<file path="src/rtl/uart_tx_frame_gen_pkg.sv">
// Shared UART TX/RX configuration: data width, parity encodings, FSM states.
// Building with UART_TX_TWO_STOP_EN gives frames two stop bits.
package uart_tx_frame_gen_pkg;

  parameter int WIDTH = 8;
  localparam int PRESC_W = 5;

  localparam logic EVEN_PARITY_CONFIG = 1'b0;
  localparam logic ODD_PARITY_CONFIG  = 1'b1;

`ifdef UART_TX_TWO_STOP_EN
  localparam int STOP_BITS = 2;
`else
  localparam int STOP_BITS = 1;
`endif

  typedef enum logic [2:0] {
    IDLE   = 3'd0,
    START  = 3'd1,
    DATA   = 3'd2,
    PARITY = 3'd3,
    STOP   = 3'd4
  } state_t;

endpackage

</file>
<file path="src/rtl/uart_tx_parity_calc.sv">
// Frame parity bit; same function the receiver uses to check parity.
module uart_tx_parity_calc #(
  parameter int WIDTH = uart_tx_frame_gen_pkg::WIDTH
) (
  input  logic [WIDTH-1:0] data_i,
  input  logic             par_typ_i,
  output logic             par_o
);

  // Odd type flips the result so data+parity has an odd count of ones.
  assign par_o = (^data_i) ^ par_typ_i;

endmodule

</file>
<file path="src/rtl/uart_tx_frame_gen.sv">
// UART transmitter: start, WIDTH data bits LSB first, optional parity, stop.
// UART_TX_TWO_STOP_EN selects two stop bits instead of one.
module uart_tx_frame_gen #(
  parameter int WIDTH = uart_tx_frame_gen_pkg::WIDTH
) (
  input  logic             CLK,
  input  logic             RST,
  input  logic [WIDTH-1:0] P_DATA,
  input  logic             Data_Valid,
  input  logic             PAR_EN,
  input  logic             PAR_TYP,
  input  logic [4:0]       Prescale,
  output logic             TX_OUT,
  output logic             Busy
);
  import uart_tx_frame_gen_pkg::*;

  localparam int BIT_W = (WIDTH > 1) ? $clog2(WIDTH) : 1;

  state_t             state_q, state_d;
  logic [BIT_W-1:0]   bit_q, bit_d, nxt_bit;
  logic [PRESC_W-1:0] cnt_q, cnt_d, presc_q, presc_d;
  logic [WIDTH-1:0]   data_q, data_d;
  logic               paren_q, paren_d, partyp_q, partyp_d;
  logic               tx_q, tx_d;
  logic               par_bit, tick;

  uart_tx_parity_calc #(.WIDTH(WIDTH)) u_par (
    .data_i    (data_q),
    .par_typ_i (partyp_q),
    .par_o     (par_bit)
  );

  assign tick    = (cnt_q == presc_q - 1'b1);
  assign nxt_bit = bit_q + 1'b1;

  always_comb begin
    state_d  = state_q;
    bit_d    = bit_q;
    cnt_d    = cnt_q;
    presc_d  = presc_q;
    data_d   = data_q;
    paren_d  = paren_q;
    partyp_d = partyp_q;
    tx_d     = tx_q;
    if (state_q != IDLE) cnt_d = tick ? '0 : cnt_q + 1'b1;
    case (state_q)
      IDLE: if (Data_Valid) begin
        state_d  = START;
        tx_d     = 1'b0;
        data_d   = P_DATA;
        paren_d  = PAR_EN;
        partyp_d = PAR_TYP;
        presc_d  = (Prescale == '0) ? PRESC_W'(1) : Prescale;
        cnt_d    = '0;
        bit_d    = '0;
      end
      START: if (tick) begin
        state_d = DATA;
        tx_d    = data_q[0];
        bit_d   = '0;
      end
      DATA: if (tick) begin
        if (bit_q == BIT_W'(WIDTH - 1)) begin
          bit_d   = '0;
          state_d = paren_q ? PARITY : STOP;
          tx_d    = paren_q ? par_bit : 1'b1;
        end else begin
          bit_d = nxt_bit;
          tx_d  = data_q[nxt_bit];
        end
      end
      PARITY: if (tick) begin
        state_d = STOP;
        tx_d    = 1'b1;
        bit_d   = '0;
      end
      STOP: if (tick) begin
        // bit counter reused to count stop bits
        if (bit_q == BIT_W'(STOP_BITS - 1)) begin
          state_d = IDLE;
          bit_d   = '0;
        end else begin
          bit_d = nxt_bit;
        end
      end
      default: begin
        state_d = IDLE;
        tx_d    = 1'b1;
      end
    endcase
  end

  always_ff @(posedge CLK) begin
    if (RST) begin
      state_q  <= IDLE;
      bit_q    <= '0;
      cnt_q    <= '0;
      presc_q  <= '0;
      data_q   <= '0;
      paren_q  <= 1'b0;
      partyp_q <= 1'b0;
      tx_q     <= 1'b1;
    end else begin
      state_q  <= state_d;
      bit_q    <= bit_d;
      cnt_q    <= cnt_d;
      presc_q  <= presc_d;
      data_q   <= data_d;
      paren_q  <= paren_d;
      partyp_q <= partyp_d;
      tx_q     <= tx_d;
    end
  end

  assign TX_OUT = tx_q;
  assign Busy   = (state_q != IDLE);

endmodule
</file>
<file path="config.mk">
export PLATFORM = sky130hd
export DESIGN_NAME = uart_tx_frame_gen
export DESIGN_NICKNAME = d
export VERILOG_FILES = /design/src/rtl/uart_tx_frame_gen_pkg.sv /design/src/rtl/uart_tx_parity_calc.sv /design/src/rtl/uart_tx_frame_gen.sv
export SDC_FILE = /design/constraint.sdc
export NUM_CORES = 1
export LEC_CHECK = 0
export BUFFER_PORTS_ARGS = -buffer_cell sky130_fd_sc_hd__buf_2
export CORE_MARGIN = 10
export CORE_UTILIZATION = 25
export CTS_CLUSTER_SIZE = 25
export DETAILED_ROUTE_END_ITERATION = 6
export GPL_TIMING_DRIVEN = 0
export PLACE_DENSITY = 0.43
export SYNTH_ARGS = -nofsm -noshare
export SYNTH_HDL_FRONTEND = slang
export SYNTH_SLANG_ARGS = --single-unit
</file>
<file path="constraint.sdc">
create_clock -name CLK -period 3.8 [get_ports CLK]
set_input_delay 0.57 -clock CLK [delete_from_list [all_inputs] [get_ports CLK]]
set_output_delay 0.57 -clock CLK [all_outputs]
set_load 0.02 [all_outputs]
</file>
==> flow_summary.toml <==
[floorplan]
fp.dieH_um = 98.49
core.rowCount = 28
dieArea_um2 = 9700
floorplan.core_area_um2 = 5956
die_x_um = 98.49
starting_density = 0.2586
ioPinCount = 20

[power]
power.total_uw = 589.7
max-vdd-ir-drop_v = 0.0001814
total_leakage_power_uw = 0.0006904
p_per_area_nw_per_um2 = 332.6

[logic_synthesis]
yosys_warnings = 0
synth.yosys.seq_area_share = 0.3509
synth.most_common_cell = "sky130_fd_sc_hd__nand2_1"
synth.top_cells.by_area = "sky130_fd_sc_hd__dfxtp_1, sky130_fd_sc_hd__nand2_1, sky130_fd_sc_hd__a21oi_1, sky130_fd_sc_hd__xnor2_1, sky130_fd_sc_hd__ha_1"
synth_simple_gate_area_frac = 0.2242
synth-edff-count = 0
synth.ff_latch_count = 27
yosys.area_share.adder = 0.04062
synthesis.area_um2 = 1540
mapped_nets = 213
synth_top_area_share = 0.3509
async_flop_share = 0
synth_cell_type_count = 43
synthCells = 190
syn_avg_cell_area_um2 = 8.106
synth.largest_area_cell = "sky130_fd_sc_hd__dfxtp_1"
muxShareOfSynthArea = 0.04955
synth_top_family_by_area = "simple AND/OR/NAND/NOR gates"
synthesized_area_fraction_occupied_by_ao_oa_aoi_and_oai_cells = 0.1771
synthFlopType = "sky130_fd_sc_hd__dfxtp_1"
synth_xor_area_frac = 0.09423
post_synth_most_frequent_cells = "sky130_fd_sc_hd__nand2_1, sky130_fd_sc_hd__dfxtp_1, sky130_fd_sc_hd__a21oi_1"

[clock_tree]
cts.sink_count = 27
cts_setup_buffers = 0
cts-root-buf = "sky130_fd_sc_hd__clkbuf_8"
worstSkewPairLatency_ps = 280
cts.hold.buffers_added = 0
clock_pin_transition_on_the_worst_setup_and_hold_timing_paths_ps = 100
htreeDepth = 1
numCtsBuffers = 3
cts_max_path_buffers = 2
cts_resized = 0
tritoncts_clock_tree = "yes"

[worst_hold_path]
hp-start = "RST"
worst_hold_path_type = "primary input to flop"

[detailed_routing]
postRouteAntennaNets = 0
first_pass_iters = 4
vias = 1325
post-route-drc-count = 0
wire_per_inst_um = 12.59
initialDrtViolationCount = 115
vias_per_cell = 4.617
wl_um = 3612

[grt]
globalRouteMet1Util = 0.1042
first_pass_grt_wire_length_um = 6437
grt_overflow = 0
antenna_violations_before_repair = 0
grt.busiest_layer = "met2"
grt_pass1_vias = 1341
grt_max_degree = 17
grt_use_total = 0.07828
use_met2 = 0.1165
met3_usage = 0.02025

[layout]
diodes = 0
final_layout_size_suffix_gt1_frac = 0.1698
nNetsFinal = 236
areaGrowthSynthToFinish_pct = 15.11

[timing]
final_min_period_over_clock_period = 0.6717
fmax_mhz = 391.8
setup_tns_ps = 0
setup_viol = 0
fin_crit_ps = 2553
fin_skew_ps = 1.970
grt_setup_unrepaired = "no"
hold_violations = 0
slew_headroom = 0.6349
final_max_slew_viol_count = 0
fin_ws_ps = 1247
timing_worst_slew_pin_value_ps = 547.7

[critical_path]
worst_setup_path_end_kind = "flop"
worstPathCellList = "inv_1 -> ha_1 -> clkbuf_1 -> mux2_2 -> or3_1 -> a41o_1 -> o311ai_0 -> and3_1 -> o311ai_1"
rr_worst_depth = 9
critical_path_required_ps = 3960
cpLargestDelayFamily = "simple AND/OR/NAND/NOR gates"
sort_of_element_at_the_start_of_the_critical_path = "flop"
critPathArrivalTime_ps = 2710
critPathBufInv = 2
cp_slowest_cell = "sky130_fd_sc_hd__dfxtp_1"
cp.depth = 9
crit_fanout = 5
slowest_delay_ps = 430
r2r_start = "bit_q[0]$_SDFFE_PP0P_"
crit-reg2reg-capture = "TX_OUT$_SDFFE_PP1P_"
worstSetupStartpoint = "bit_q[0]$_SDFFE_PP0P_"
slack_of_the_worst_reg_to_reg_path_ps = 1250
timing.setup.critical_path_class = "flop to flop"
worstSetupEndpoint = "TX_OUT$_SDFFE_PP1P_"

[job]
timing.max_cap.violations = 0

[place]
dp_slack_ps = 1262
post-dp-hpwl_um = 2780
gp_congestion = 0.7188
portBuffers = 18

[run_status]
status = "finished clean"
## registers in the layout, summed over array words and instances (netlist names)
| name | cells |
|---|---|
| partyp_q | 1 |
| cnt_q | 5 |
| data_q | 8 |
| bit_q | 3 |
| TX_OUT | 1 |
| presc_q | 5 |
| paren_q | 1 |
| state_q | 3 |
## placed cells by master, fill, tap and decap left out, types with 2 or more instances in the layout
cell type / n
sky130_fd_sc_hd__nand2_1: 39
sky130_fd_sc_hd__dfxtp_1: 27
sky130_fd_sc_hd__a21oi_1: 21
sky130_fd_sc_hd__buf_2: 18
sky130_fd_sc_hd__inv_1: 11
sky130_fd_sc_hd__nor2_1: 11
sky130_fd_sc_hd__xnor2_1: 8
sky130_fd_sc_hd__nor3_1: 7
sky130_fd_sc_hd__clkbuf_1: 6
sky130_fd_sc_hd__xor2_1: 6
sky130_fd_sc_hd__mux2i_1: 5
sky130_fd_sc_hd__ha_1: 5
sky130_fd_sc_hd__o21ai_0: 4
sky130_fd_sc_hd__buf_4: 3
sky130_fd_sc_hd__nand4_1: 3
sky130_fd_sc_hd__clkbuf_8: 3
sky130_fd_sc_hd__nand2b_1: 2
sky130_fd_sc_hd__a21o_1: 2
sky130_fd_sc_hd__and3_1: 2
sky130_fd_sc_hd__nand3_1: 2
sky130_fd_sc_hd__nand3b_1: 2
## where the power goes
part | switching (uW) | leakage, uW | internal [uW] | total, uW
Sequential | 13.3 | 0.000221 | 296 | 309
Clock | 98.9 | 0.0000217 | 74.6 | 174
Combinational | 57.7 | 0.000448 | 49.0 | 107
Total | 170 | 0.000690 | 420 | 590
## how the worst min path moves through the flow
stage                     depth (start not counted)  slack, ps                       to
after floorplan                                   2        450    partyp_q$_SDFFE_PP0P_
after global placement                            2        470  presc_q[1]$_SDFFE_PP0P_
after detailed placement                          2        470    partyp_q$_SDFFE_PP0P_
after CTS                                         2        460  state_q[0]$_SDFFE_PP0P_
after global routing                              2        460  state_q[0]$_SDFFE_PP0P_
final                                             2        470  state_q[0]$_SDFFE_PP0P_
## layout make-up
class	instances	area [um2]
sequential	27	540.5
clock buffer	3	41.29
clock inverter	1	7.507
multi-input combinational	142	902.1
timing repair buffer	18	90.09
buffer	10	56.30
fill	670	4183
tap	75	93.84
inverter	11	41.29
## worst reg2reg max path, delay by kind of cell, from the launching register on
| kind | cells | cell delay, ps |
|---|---|---|
| and+or+nand+nor | 2 | 540 |
| adders and majority gates | 1 | 290 |
| DFF | 1 | 430 |
| buffers and inverters | 2 | 380 |
| AOI/OAI and AO/OA | 3 | 430 |
| muxes | 1 | 370 |
## metal layers
layer | share of wire | routed length, um
met3 | 0.033 | 118
met2 | 0.40 | 1453
met5 | 0 | 0
met4 | 0.016 | 56
met1 | 0.55 | 1984
## stage by stage
step	utilization	cell area (um2)	hold WS (ps)	cells
after global placement	0.2895	1724	469.8	283
final	0.2977	1773	465.1	287
after detailed placement	0.2895	1724	467.4	283
after CTS	0.2977	1773	462.6	287
after floorplan	-	1540	448.8	190
after global routing	0.2977	1773	460.0	287
## cell families (layout without fill, tap and decap cells)
logic type | after synthesis | in the layout
AO/OA/AOI/OAI | 40 | 40
XOR/XNOR | 15 | 15
AND/OR/NAND/NOR | 75 | 75
adder cells (fa/ha/maj) | 5 | 5
flip-flops | 27 | 27
buffers and inverters | 21 | 43
multiplexers | 7 | 7
No activity file was read; power rests on OpenSTA's default activity.
